### config.mk
export PLATFORM = sky130hd
export DESIGN_NAME = riscn_core
export DESIGN_NICKNAME = d
export VERILOG_FILES = /design/src/rtl/riscn_core.sv
export SDC_FILE = /design/constraint.sdc
export NUM_CORES = 1
export LEC_CHECK = 0
export ABC_AREA = 0
export BUFFER_PORTS_ARGS = -buffer_cell sky130_fd_sc_hd__buf_2
export CAP_MARGIN = 10
export CORE_AREA = 2 2 156 158
export CTS_CLUSTER_DIAMETER = 150
export CTS_CLUSTER_SIZE = 40
export DETAILED_ROUTE_END_ITERATION = 10
export DIE_AREA = 0 0 158 160
export PLACE_DENSITY_LB_ADDON = 0.08
export SKIP_LAST_GASP = 1
export SLEW_MARGIN = 40
export SYNTH_ARGS = -nofsm -noshare
export SYNTH_HDL_FRONTEND = slang
export SYNTH_SLANG_ARGS = --single-unit
### constraint.sdc
create_clock -name clock -period 4.6 [get_ports clock]
set_input_delay 0.23 -clock clock [delete_from_list [all_inputs] [get_ports clock]]
set_output_delay 0.23 -clock clock [all_outputs]
set_load 0.03 [all_outputs]
### src/rtl/riscn_core.sv
// riscn_core: small multi-cycle RISC core running a latched program word.
//
// A start pulse (in IDLE or DONE) copies prog_in into prog_q and clears the
// register file, pc, steps and timeout. The core then alternates FETCH and
// EXEC, one instruction per two clocks. The run ends on HALT, on the step
// watchdog, or when the last slot executes without a taken branch.
//
// Ports:
//   clock      system clock, rising edge
//   reset      asynchronous, active-low reset
//   start      one-cycle request to load prog_in and run (IDLE/DONE only)
//   prog_in    program, slot i = prog_in[16*i +: 16], slot 0 first
//   ans        current value of R0
//   prog_q     latched program copy
//   pc         current instruction slot
//   busy       high in FETCH or EXEC
//   done       high in DONE
//   timeout    run ended on the step watchdog
//   steps      instructions executed in this run
//   dbg_state  raw FSM state (0 IDLE, 1 FETCH, 2 EXEC, 3 DONE)
//
// Handshake: start is sampled at a rising edge only while busy is low; a
// start seen while busy is dropped. done stays high until the next start.
module riscn_core #(
  parameter int DATA_W    = 16,
  parameter int PC_W      = 2,
  parameter int MAX_STEPS = 64,
  parameter int STEP_W    = 8
) (
  input  logic                      clock,
  input  logic                      reset,
  input  logic                      start,
  input  logic [16*(2**PC_W)-1:0]   prog_in,
  output logic [DATA_W-1:0]         ans,
  output logic [16*(2**PC_W)-1:0]   prog_q,
  output logic [PC_W-1:0]           pc,
  output logic                      busy,
  output logic                      done,
  output logic                      timeout,
  output logic [STEP_W-1:0]         steps,
  output logic [1:0]                dbg_state
);

  typedef enum logic [1:0] {
    S_IDLE  = 2'd0,
    S_FETCH = 2'd1,
    S_EXEC  = 2'd2,
    S_DONE  = 2'd3
  } state_t;

  state_t              state;
  logic [15:0]         instr;
  logic [DATA_W-1:0]   rf [4];

  // Instruction fields
  logic [3:0]          op;
  logic [1:0]          rd;
  logic [1:0]          rs;
  logic [7:0]          imm;
  logic [DATA_W-1:0]   imm_z;
  logic [DATA_W-1:0]   imm_s;

  assign op    = instr[15:12];
  assign rd    = instr[11:10];
  assign rs    = instr[9:8];
  assign imm   = instr[7:0];
  assign imm_z = DATA_W'(imm);
  assign imm_s = DATA_W'($signed(imm));

  logic [DATA_W-1:0]   rd_val;
  logic [DATA_W-1:0]   rs_val;
  logic [DATA_W-1:0]   alu_res;
  logic                wr_en;
  logic                is_halt;
  logic                br_taken;
  logic [STEP_W-1:0]   step_nxt;

  always_comb begin
    rd_val  = rf[rd];
    rs_val  = rf[rs];
    alu_res = rd_val;
    wr_en   = 1'b0;
    case (op)
      4'h1: begin alu_res = imm_z;                 wr_en = 1'b1; end
      4'h2: begin alu_res = rd_val + rs_val;       wr_en = 1'b1; end
      4'h3: begin alu_res = rd_val - rs_val;       wr_en = 1'b1; end
      4'h4: begin alu_res = rd_val & rs_val;       wr_en = 1'b1; end
      4'h5: begin alu_res = rd_val | rs_val;       wr_en = 1'b1; end
      4'h6: begin alu_res = rd_val ^ rs_val;       wr_en = 1'b1; end
      4'h7: begin alu_res = rd_val << imm[3:0];    wr_en = 1'b1; end
      4'h8: begin alu_res = rd_val + imm_s;        wr_en = 1'b1; end
      default: begin alu_res = rd_val;             wr_en = 1'b0; end
    endcase
    is_halt  = (op == 4'hF);
    br_taken = (op == 4'h9) && (rd_val != '0);
    step_nxt = steps + 1'b1;
  end

  always_ff @(posedge clock or negedge reset) begin
    if (!reset) begin
      state   <= S_IDLE;
      instr   <= '0;
      prog_q  <= '0;
      pc      <= '0;
      steps   <= '0;
      timeout <= 1'b0;
      for (int i = 0; i < 4; i++) rf[i] <= '0;
    end else begin
      case (state)
        S_IDLE, S_DONE: begin
          if (start) begin
            prog_q  <= prog_in;
            pc      <= '0;
            steps   <= '0;
            timeout <= 1'b0;
            for (int i = 0; i < 4; i++) rf[i] <= '0;
            state   <= S_FETCH;
          end
        end
        S_FETCH: begin
          instr <= prog_q[16*pc +: 16];
          state <= S_EXEC;
        end
        S_EXEC: begin
          if (wr_en) rf[rd] <= alu_res;
          steps <= step_nxt;
          // The watchdog outranks branches so an endless loop still stops,
          // but the current instruction's register write above still lands.
          if (is_halt) begin
            state <= S_DONE;
          end else if (step_nxt == STEP_W'(MAX_STEPS)) begin
            timeout <= 1'b1;
            state   <= S_DONE;
          end else if (br_taken) begin
            pc    <= imm[PC_W-1:0];
            state <= S_FETCH;
          end else if (pc == {PC_W{1'b1}}) begin
            // Ran off the last slot: pc holds, no wrap.
            state <= S_DONE;
          end else begin
            pc    <= pc + 1'b1;
            state <= S_FETCH;
          end
        end
        default: state <= S_IDLE;
      endcase
    end
  end

  assign ans       = rf[0];
  assign busy      = (state == S_FETCH) || (state == S_EXEC);
  assign done      = (state == S_DONE);
  assign dbg_state = state;

endmodule
======== Word-level counts from Yosys, hierarchy flattened ========
Cells that the tools add are included.
operators by class
  $add $sub $neg .......................... 5
  bitwise logic cells ..................... 5
  $lt $le $gt $ge ......................... 3
  reductions and logical operators ........ 13
  multiplexer cells ....................... 32
  shift-type cells ........................ 2
  equality and inequality tests ........... 21
operators with widths
  operator                                              number
  two-way mux 64 bit                                    2
  case mux 16 bit (8 select lines)                      1
  case mux 64 bit (2 select lines)                      1
  two-way mux 16 bit                                    5
  binary-select mux 16 bit (select 2 bit)               2
  bitwise mux 64 bit                                    1
  variable part select 64 x 7 -> 16 bit                 1
  adder 16 bit                                          2
  demux 16 bit (select 2 bit)                           1
  two-way mux 2 bit                                     10
  AND 16 bit                                            1
  equality test 4 x 3 -> 1 bit (second input constant)  4
  OR 16 bit                                             1
  case mux 8 bit (2 select lines)                       1
  nonzero test 16 bit                                   1
  left shift 16 x 4 -> 16 bit                           1
  subtractor 16 bit                                     1
  XOR 16 bit                                            1
  equality test 4 bit (second input constant)           3
  != test 2 bit (second input constant)                 5
  adder 8 x 1 -> 8 bit (second input constant)          1
  equality test 4 x 2 -> 1 bit (second input constant)  2
  equality test 8 x 7 -> 1 bit (second input constant)  1
  two-way mux 8 bit                                     1
  other kinds (22)                                      31
storage, ports and cells
  output and inout port bits .............. 95
  register bits after elaboration ......... 157

======== Logic depth before layout (Yosys ltp) ========
  depth after elaboration ................. 10
  gate-level depth with buffers ........... 18

======== Worst setup path before layout ========
OpenSTA, ideal clock, no wires.
  path type ............................... register to register
  start ................................... reg instr[8]
  end ..................................... reg rf[14] in the netlist's numbering
  setup slack ............................. 0.618 ns
  cell stages (with the launch flop) ...... 16
  path buffers ............................ 2
  library setup time ...................... 0.121 ns
  arrival ................................. 3.861 ns
  path through ............................ dfrtp_1 > buf_6 > buf_12 > mux4_1 > inv_1 > ha_1 > a221o_1 > fa_1 > a21oi_1 > o2111ai_1 > a41oi_1 > nor3b_1 > nand3b_1 > o31ai_1 > a221o_1 > a22o_1
on the way
  longest elaborated chain between the ends .. 9
  elaborated cells on any way between the ends .. 13
  classes of those cells .................. add/sub: 2; mux: 7; bitwise: 4
RTL lines
  element                                                  line  text
  from (decl)                                              52    logic [15:0] instr;
  from (signal assigned)                                   121   instr <= prog_q[16*pc +: 16];
  NOT 2 -> 3 bit (not written as such) *                   80    rs_val = rf[rs];
  binary-select mux 16 bit (select 2 bit) *                80
  two-way mux 16 bit (not written as such) * (2 in a row)  80
  subtractor 16 bit (tied with other cells)                86    4'h3: begin alu_res = rd_val - rs_val; wr_en = 1'b1; end
  case mux 16 bit (8 select lines) *                       83    case (op)
  bitwise mux 64 bit *                                     125   if (wr_en) rf[rd] <= alu_res;
  two-way mux 64 bit *                                     125
  case mux 64 bit (2 select lines) *                       109   case (state)
  to (signal, indexed assignment)                          125
  to (decl)                                                53    logic [DATA_W-1:0] rf [4];
Mark *: on every way between the ends. The rest lies on a longest branch, timed or not. The select of a mux whose other input is x is not followed.
A chain may end at the register's enable or synchronous reset.

======== Worst setup path after layout ========
  start ................................... reg instr[8]
  end ..................................... reg rf, in the netlist ans[15]
The elaborated chain is that of the path after synthesis.

==> flow_summary.toml <==
[run_status]
status = "complete, no violations"

[route]
drt-total-wl_um = 32300
routed-via-count = 8898
drt_iter0_drc = 736
wl_per_cell_um = 21.4
first_pass_iters = 5
ant_nets = 0
drc = 0
viasPerCell = 5.90

[hold_path]
min_path_type = "in2reg"
min_from = "prog_in[20]"

[clock_network]
htreeDepth = 4
cts_tree = "built"
clock-root-buffer = "clkbuf_16"
insertion_delay_ps = 430
cts.sinks = 157
cts_buffers = 17
clk_pin_slew_ps = 80
clockBufferDepth = 2

[synth]
netlist_top_cells_area = "dfrtp_1, mux4_2, mux2_2"
syn_avg_cell_area_um2 = 10.2
post-synth-top-area-fraction = 0.376
yosysUniqueCellTypes = 69
seq_area_frac_synth = 0.376
synth_area_mm2 = 0.0104
synthArstFlopShare = 1.00
ys_ff_latch = 157
synth_edf_count = 0
yosysWarningCount = 0
synth_ff_type = "dfrtp_1"
syn_nets = 1148
yosysTopAreaCell = "dfrtp_1"
syn_inst = 1027

[setup_path]
cp-start-kind = "register"
r2r_start = "instr[8]$_DFFE_PN0N_"
worstPathCellList = "mux4_2, nor4_2, nand2_1, xnor2_1, o21ai_1, ha_1, a2111oi_2, o21ai_0, a41oi_1, buf_4, o211ai_1, a2111o_1, o211a_2, o21ai_2"
cp_max_fo = 8
end_kind = "register"
worst_ep_arrival_time_ps = 4720
cpMaxStageDelayCell = "mux4_2"
critPathKind = "reg2reg"
crit_path_max_incr_delay_ps = 570
startpoint = "instr[8]$_DFFE_PN0N_"
timing.critical_path.required_ps = 4950

[finish]
seq_area_mm2 = 0.00393
multi_input_area_mm2 = 0.00594
stdcell_count = 1507
fillCellCount = 2294
fin_nets = 1291
diodes = 0
synthToLayoutAreaGrowth_pct = 17.2
fin_util = 0.514
layout_commonest_cell = "buf_2"
final_cell_mix = "buf_2, dfrtp_1, nand2_1"
drive_above_1_share = 0.320

[place]
io_buffers = 161
place_inst = 1472
gp_congestion = 0.885
dp_hpwl_um = 23900
pre_cts_ws_ps = 67.3

[timing]
setup_viol = 0
hold_viol_final = 0
clock_skew_ps = 18.7
drv_slew = 0
worst_slack_ps = 231
fin_crit_sh = 0.950
period_needed_ps = 4370
max_slew.worst_pin.slew_ps = 873
fmax_ghz = 0.229
max_slew_margin = 0.416

[global_route]
grtUsageTotal = 0.262
grt_antenna_before_repair = 0
grt_pass1_wl_um = 50700
grt_max_degree = 72
grt-ovfl-total = 0
grt_pass1_vias = 8618

[floorplan]
ios = 162
dieArea_mm2 = 0.0253
coreArea_mm2 = 0.0238
start_util = 0.439
core.rowCount = 57
die_h_um = 160
die_w_um = 158

[power_and_ir_drop]
power_mw = 10.1
power_density_mw_per_mm2 = 829
ir_drop_v = 0.000396
power.leakage_nw = 5.58

[job]
cap_viol_max_count = 0
==> critical path, delay by kind of cell (launching register included) <==
family / cells / cell delay (ps)
DFF: 1 / 500
and+or+nand+nor: 2 / 530
muxes: 1 / 570
buffers and inverters: 1 / 170
adders and majority gates: 1 / 340
xor gates and xnor gates: 1 / 140
AOI/OAI and AO/OA: 8 / 2040
==> cell usage after synthesis (4+ instances only) <==
| cell | instances |
|---|---|
| a211oi_1 | 15 |
| a21o_1 | 6 |
| a21oi_1 | 41 |
| a22o_1 | 22 |
| a22oi_1 | 4 |
| a31oi_1 | 7 |
| buf_4 | 17 |
| clkbuf_1 | 59 |
| dfrtp_1 | 157 |
| ha_1 | 53 |
| inv_1 | 51 |
| mux2_2 | 78 |
| mux2i_1 | 17 |
| mux4_1 | 9 |
| mux4_2 | 41 |
| nand2_1 | 125 |
| nand2b_1 | 8 |
| nand3_1 | 14 |
| nand4_1 | 6 |
| nor2_1 | 45 |
| nor3_1 | 9 |
| nor4_1 | 8 |
| o211ai_1 | 5 |
| o21ai_0 | 110 |
| o21ai_2 | 4 |
| o221ai_1 | 7 |
| o22ai_1 | 10 |
| o31ai_1 | 6 |
| or3_1 | 8 |
| xnor2_1 | 17 |
| xor2_1 | 9 |
==> sequential cells by signal (all words and copies together), names as in the netlist <==
register / cells
timeout: 1
dbg_state: 2
steps: 8
instr: 16
ans: 16
rf: 48
pc: 2
prog_q: 64
==> power by group <==
part | total [mW] | internal, mW | leakage (nW) | switching (mW)
combinational | 6.28 | 2.42 | 3.29 | 3.86
sequential | 2.46 | 1.93 | 2.00 | 0.538
clock | 1.41 | 0.730 | 0.287 | 0.675
==> final cells by class <==
type | count | area share
clock buffers | 17 | 0.0347
clock inverters | 15 | 0.0139
inverters | 52 | 0.0159
multi-input cells | 734 | 0.485
flip-flops and latches | 157 | 0.321
well taps | 324 | 0.0331
repair buffers | 208 | 0.0961
==> cells by family (layout without fill, tap and decap cells) <==
| logic type | count (synthesis) | in the layout | share of synthesized area |
|---|---|---|---|
| AOI/OAI and AO/OA | 268 | 268 | 0.162 |
| xor gates and xnor gates | 26 | 26 | 0.0218 |
| adders and majority gates | 54 | 54 | 0.0654 |
| DFF | 157 | 157 | 0.376 |
| muxes | 145 | 145 | 0.211 |
| and+or+nand+nor | 241 | 241 | 0.105 |
| buffers and inverters | 136 | 292 | 0.0576 |
==> routing by layer <==
metal	global-route usage	share of wire
met3	0.0554	0.072
met1	0.386	0.45
met4	0.0618	0.017
met5	0	0
met2	0.398	0.46
==> worst paths after layout <==
| path | endpoint | slack [ps] | depth (start not counted) |
|---|---|---|---|
| min | prog_q[20]$_DFFE_PN0P_ | 20 | 2 |
| max reg2reg | ans[15]$_DFFE_PN0P_ | 230 | 14 |
| min reg2reg | rf[13]$_DFFE_PN0P_ | 500 | 2 |
| max in group asynchronous | instr[8]$_DFFE_PN0N_ | 3020 | 3 |
| min in group asynchronous | prog_q[7]$_DFFE_PN0P_ | 370 | 2 |
| max | ans[15]$_DFFE_PN0P_ | 230 | 14 |
==> timing repair <==
item                                    4_1_cts  5_1_grt
endpoints found under the setup margin        0       32
resized for setup                             0        4
buffers inserted                              0        0
endpoints found under the hold margin        69        0
hold buffers                                  1        0
==> stage by stage <==
step	hold WS, ps	area (um^2)	setup TNS (ps)
6_report	23.2	12200	0
5_1_grt	3.95	12200	-156
3_5_place_dp	283	11600	0
2_1_floorplan	-65.6	10400	0
4_1_cts	10.3	12200	0
3_3_place_gp	295	11600	0
Power figures use the tool's default switching activity.
